`src/rtl/fir_coeff_reload_ctrl.sv`:
```
// FIR coefficient reload controller: stream pass-through, ROM-to-tap reload, zero flush.
// Optional FIR_RELOAD_CKSUM_EN adds coef_sum, the running sum of accepted coefficients.
module fir_coeff_reload_ctrl #(
  parameter int DATA_W  = 8,
  parameter int COEF_W  = 12,
  parameter int TAP_AW  = 5,
  parameter int SET_W   = 2,
  parameter int FLUSH_N = 40
) (
  input  logic                    sclk,
  input  logic                    rst,
  input  logic                    reload_req,
  input  logic [SET_W-1:0]        reload_set,
  output logic                    reload_busy,
  output logic                    reload_done,
  output logic                    rom_rd,
  output logic [SET_W+TAP_AW-1:0] rom_addr,
  input  logic [COEF_W-1:0]       rom_data,
  output logic                    coeff_we,
  output logic [TAP_AW-1:0]       coeff_addr,
  output logic [COEF_W-1:0]       coeff_data,
  input  logic                    coeff_ready,
  input  logic [DATA_W-1:0]       src_data,
  input  logic                    src_valid,
  output logic                    src_ready,
  output logic [DATA_W-1:0]       sink_data,
  output logic                    sink_valid,
  input  logic                    sink_ready,
  input  logic                    lpf_valid_in,
  output logic                    lpf_valid_out
`ifdef FIR_RELOAD_CKSUM_EN
  ,
  output logic [COEF_W+TAP_AW-1:0] coef_sum
`endif
);

  localparam int FC_W = (FLUSH_N > 1) ? $clog2(FLUSH_N) : 1;

  typedef enum logic [2:0] {
    IDLE, RD, WR, FLUSH, DONE
  } state_t;

  state_t              state;
  logic [SET_W-1:0]    set_q;
  logic [TAP_AW-1:0]   tap;
  logic [FC_W-1:0]     fcnt;
  logic                mask;
  logic                wr_first;
  logic [COEF_W-1:0]   data_q;
  logic                idle;
  logic                accept;

  assign idle   = (state == IDLE);
  assign accept = coeff_we & coeff_ready;

  always_ff @(posedge sclk) begin
    if (rst) begin
      state       <= IDLE;
      reload_busy <= 1'b0;
      reload_done <= 1'b0;
      rom_rd      <= 1'b0;
      coeff_we    <= 1'b0;
      mask        <= 1'b0;
      wr_first    <= 1'b0;
      set_q       <= '0;
      tap         <= '0;
      fcnt        <= '0;
      data_q      <= '0;
    end else begin
      reload_done <= 1'b0;
      unique case (state)
        IDLE: begin
          if (reload_req) begin
            set_q       <= reload_set;
            tap         <= '0;
            mask        <= 1'b1;
            reload_busy <= 1'b1;
            rom_rd      <= 1'b1;
            state       <= RD;
          end
        end
        RD: begin
          rom_rd   <= 1'b0;
          coeff_we <= 1'b1;
          wr_first <= 1'b1;
          state    <= WR;
        end
        WR: begin
          // ROM data is only valid the cycle after the read; hold it for stalls
          wr_first <= 1'b0;
          if (wr_first) data_q <= rom_data;
          if (accept) begin
            coeff_we <= 1'b0;
            if (&tap) begin
              fcnt  <= '0;
              state <= FLUSH;
            end else begin
              tap    <= tap + 1'b1;
              rom_rd <= 1'b1;
              state  <= RD;
            end
          end
        end
        FLUSH: begin
          if (sink_ready) begin
            if (fcnt == FC_W'(FLUSH_N - 1)) begin
              reload_done <= 1'b1;
              mask        <= 1'b0;
              state       <= DONE;
            end else begin
              fcnt <= fcnt + 1'b1;
            end
          end
        end
        DONE: begin
          reload_busy <= 1'b0;
          state       <= IDLE;
        end
        default: state <= IDLE;
      endcase
    end
  end

  assign rom_addr      = {set_q, tap};
  assign coeff_addr    = tap;
  assign coeff_data    = wr_first ? rom_data : data_q;
  assign src_ready     = idle & sink_ready;
  assign sink_data     = idle ? src_data : '0;
  assign sink_valid    = idle ? src_valid : (state == FLUSH);
  assign lpf_valid_out = lpf_valid_in & ~mask;

`ifdef FIR_RELOAD_CKSUM_EN
  always_ff @(posedge sclk) begin
    if (rst)
      coef_sum <= '0;
    else if (idle && reload_req)
      coef_sum <= '0;
    else if (state == WR && accept)
      coef_sum <= coef_sum + (COEF_W+TAP_AW)'(coeff_data);
  end
`endif

endmodule

```
`config.mk`:
```
export PLATFORM = sky130hd
export DESIGN_NAME = fir_coeff_reload_ctrl
export DESIGN_NICKNAME = d
export VERILOG_FILES = /design/src/rtl/fir_coeff_reload_ctrl.sv
export SDC_FILE = /design/constraint.sdc
export NUM_CORES = 1
export LEC_CHECK = 0
export ABC_AREA = 0
export CELL_PAD_IN_SITES_DETAIL_PLACEMENT = 1
export CELL_PAD_IN_SITES_GLOBAL_PLACEMENT = 1
export CORE_MARGIN = 3
export CORE_UTILIZATION = 31
export CTS_CLUSTER_SIZE = 8
export DETAILED_ROUTE_END_ITERATION = 6
export PLACE_DENSITY_LB_ADDON = 0.1
export SLEW_MARGIN = 20
export SYNTH_ARGS = -nofsm -noshare
export SYNTH_HDL_FRONTEND = slang
export SYNTH_SLANG_ARGS = --single-unit
```
`constraint.sdc`:
```
create_clock -name sclk -period 2 [get_ports sclk]
set_input_delay 0.4 -clock sclk [delete_from_list [all_inputs] [get_ports sclk]]
set_output_delay 0.4 -clock sclk [all_outputs]
set_load 0.005 [all_outputs]
```
==> results.md <==
- The H-tree generated during clock tree synthesis spans 2 levels.
- The clock skew after layout is between 0.009 and 0.01 ns.
- The pin count of the biggest net entering global routing is 27.
- Derived from the worst setup path, the maximum achievable clock frequency is slightly below 0.5 GHz.
- The count of filler cells inserted in the layout is about 600.
- The count of unique library cells instantiated by Yosys is 42.
- The remaining global-route overflow is 0.
- The peak supply drop is 436 uV.
- CTS saw 34 sinks.
- The required time of the worst setup path is between 1.5 and 2 ns.
- The half-perimeter wire length of the detailed placement result is 3340 um.
- The critical path goes through nor3_4, buf_6, and2_1, clkdlybuf4s50_1.
- The initial utilization of the core area, before any placement, comes to around a third.
- Dividing the synthesized area by the synthesized cell count gives between 9 and 10 um^2.
- The total iterations of the first detailed-routing run is 4.
- The worst path buffer plus inverter count is 2.
- The number of rows created at floorplan is 26.
- Summing internal, switching and leakage power gives between 1.5 and 2 mW.
- The share of the Yosys chip area taken by registers is approximately 40%.
- The cell count after synthesis is between 150 and 200.
- Setup repair after global routing could not meet its margin everywhere.
- The insertion delay of the later-clocked pin in the worst-skew pair is just under 0.3 ns.
- The critical path data arrival time is ~1.6 ns.
- In the post-route analysis, the smallest setup slack over all paths is -0.0184 ns.
- The die covers between 6000 and 7000 um^2.
- The post-detailed-route via-to-cell ratio is roughly 4.7.
- The number of hold violations in the final report is 0.
- The sequential cell area in the final layout is 686 um^2.
- The wire length reported by the detailed router is 4700 um.
- The synthesized design contains 34 register bits.
- The layout cell share with drive strength beyond 1 is roughly 18%.
- STA classifies the critical path endpoint as an output port.
- The fraction of synthesis flops using an asynchronous set or reset pin is 0%.
- The warning count from the yosys run is 0.
- The family of cells with the greatest summed delay on the critical path is buffers and inverters.
- The DRC marker count from the first detailed-route iteration is 58.
- The run finished, with violations left.
- The floorplan step set the die height to around 80 um.
- The final-report max-slew violation count is 0.
- The power per cell area is about 670 nW/um^2.
- The detail route stage leaves a number of antenna-violating nets equal to 0.
- The via count of the first global-routing pass is between 1.5k and 2k.
- When the netlist entered floorplanning its net count stood at around 220.
- The congestion estimate from routability-driven global placement came to 0.745.
- The number of enable flip-flop cells after synthesis is 0.
- The leakage power of the design is roughly 1.2 nW.
- The largest single stage delay on the critical path is ~0.50 ns.
- With fillers left out, the area of the finished cells amounts to 2680 um^2.
- At the end of the flow, the number of nets in the layout was around 300.
- The longest clock path from root to sink contains 2 buffers.
- The number of top-level pins is 68.
- The count of input and output buffers is 67.
- dfxtp_1 takes more of the synthesized area than any other cell.
- In the final layout, the multi-input gates occupy about 940 um^2.
- For this run, the leading register cell type out of synthesis is dfxtp_1.
- The placement-stage cell area is roughly 2500 um^2.
- The placeable core region is 5240 um^2.
- The cell area that synthesis handed to floorplanning was around 1700 um^2.
- The routed via count is between 1.5k and 2k.
- Cells fill between 50% and 60% of the core in the end.
- The final routed DRC violation total is 0.
- Dividing the detail-routed wire length by the instance count gives 14.0 um.
- Adding up every negative setup slack in the final design gives -0.0659 ns.
- The slew at the pin closest to its max-slew limit is between 0.3 and 0.4 ns.
- Counting the buffers created by CTS gives 5.
- STA classifies the critical path startpoint as a flop.
- In this run the tightest slew margin relative to its limit is ~76%.
- TritonCTS built the clock tree.
- The first global-routing pass estimated approximately 7500 um of wire.
- By area the synthesized netlist is led by dfxtp_1, mux2_2, mux2i_1.
- The post-layout minimum cycle time is approximately 2.0 ns.
- The die boundary width is between 80 and 90 um.
- The checks that failed: setup timing.
- The global router's overall resource usage is 14.9%.
- The diode insertion count for antenna repair is 0.
- The initial antenna violation count is 0.
- Relative to the synthesized area, the layout overhead comes to 56.5%.
- The register clock-pin slew on the reported worst setup and hold paths is 0.06 ns.
- The cell with the largest stage delay on the worst path is clkdlybuf4s50_1.
- The reported max-cap violation count is 0.
- Setup violations remaining at the end of the flow were counted as 6.
- The largest driver fanout on the critical path is 6.
- After layout, the worst path uses 101% of the clock period.
- The worst hold path belongs to the class reg2reg.
- At the placement stage, the worst setup path has a slack of between 0.06 and 0.07 ns.
- The area share of the leading cell type in the synthesized netlist is between 30% and 40%.
- The tree is rooted in a clkbuf_8.
- The critical path is of the reg2out type.
## power by group
group          leakage (nW)  switching (mW)  internal [mW]  total, mW
Clock                0.0524           0.251          0.373      0.624
Sequential            0.278          0.0252          0.706      0.731
Combinational         0.868           0.171          0.279      0.450
Total                  1.20           0.447           1.36       1.81
## final timing paths
check        cells after the start  slack [ns]               endpoint                       start
min                              2        0.46  set_q[0]$_SDFFE_PP0P_       set_q[0]$_SDFFE_PP0P_
max                              4       -0.02              src_ready       state[1]$_SDFFE_PP0P_
min reg2reg                      2        0.46  set_q[0]$_SDFFE_PP0P_       set_q[0]$_SDFFE_PP0P_
max reg2reg                      6        0.14   fcnt[5]$_SDFFE_PP0P_  coeff_addr[0]$_SDFFE_PP0P_
## cell usage in the layout, fill, tap and decap left out, drive strengths merged, types with 4 or more instances in the layout
cell type and count:
clkdlybuf4s50 53, dfxtp 34, nor2 20, buf 17, mux2i 13, mux2 12, nand2 12, dlymetal6s2s 11
a21oi 10, and2 9, nand3 9, clkbuf 7, inv 5, nor2b 4
## per-layer routing
metal / vias up / track usage [%] / share of wire [%]
met3: 4 / 3.25 / 4.0
met4: 0 / 5.57 / 1.3
met5: - / 0 / 0
li1: 813 / - / -
met1: 736 / 19.4 / 49
met2: 32 / 24.0 / 46
## final cells by class
| class | count | area share, % |
|---|---|---|
| Sequential cell | 34 | 25.5 |
| Clock buffer | 7 | 2.84 |
| Clock inverter | 1 | 1.12 |
| Timing Repair Buffer | 84 | 31.4 |
| Inverter | 5 | 0.699 |
| Tap cell | 70 | 3.26 |
| Multi-Input combinational cell | 134 | 35.2 |
## sequential cells by signal, indices dropped and copies added (netlist names)
signal and flops:
data_q 12, fcnt 6, coeff_addr 5, state 3, set_q 2, coeff_we 1
mask 1, reload_busy 1, reload_done 1, rom_rd 1, wr_first 1
## per-stage QoR
step | hold WS (ns) | instances
2_1_floorplan | 0.453 | 189
3_3_place_gp | 0.445 | 320
3_5_place_dp | 0.455 | 320
4_1_cts | 0.468 | 331
5_1_grt | 0.489 | 335
6_report | 0.461 | 335
## worst register-to-register path: cells and delay by family (launching register included)
kind                     cells  cell delay [ns]
AND/OR/NAND/NOR              2             0.40
AO/OA/AOI/OAI                2             0.61
flip-flops                   1             0.36
adder cells (fa/ha/maj)      2             0.43
## synth_stat cells, drive strengths merged (2+ instances only)
master   n
buf     12
clkbuf   4
nand2   12
inv      5
o211ai   3
dfxtp   34
nand2b   2
nand4    2
nor3b    2
a31oi    2
a311oi   2
nor3     3
o21ai    3
ha       3
a21oi   10
nor2    20
nand3b   2
and4bb   2
mux2    12
and3     3
a311o    2
nor2b    4
mux2i   13
and2     9
xor2     2
nand3    9
## cells by family after synthesis
family / Yosys count / synth area share (%)
adder cells (fa/ha/maj): 3 / 2.19
flip-flops: 34 / 39.7
multiplexers: 25 / 15.5
AND/OR/NAND/NOR: 72 / 22.5
buffers and inverters: 21 / 6.27
XOR/XNOR: 3 / 1.53
AO/OA/AOI/OAI: 31 / 12.3
## repair_timing
item / CTS / global route
endpoints found under the setup margin: 22 / 21
resized for setup: 10 / 16
cloned: 1 / 0
pin swaps: 1 / 1
buffers inserted: 2 / 4
hold buffers: 0 / 0
Note: power is estimated with default switching activity, not from simulation.
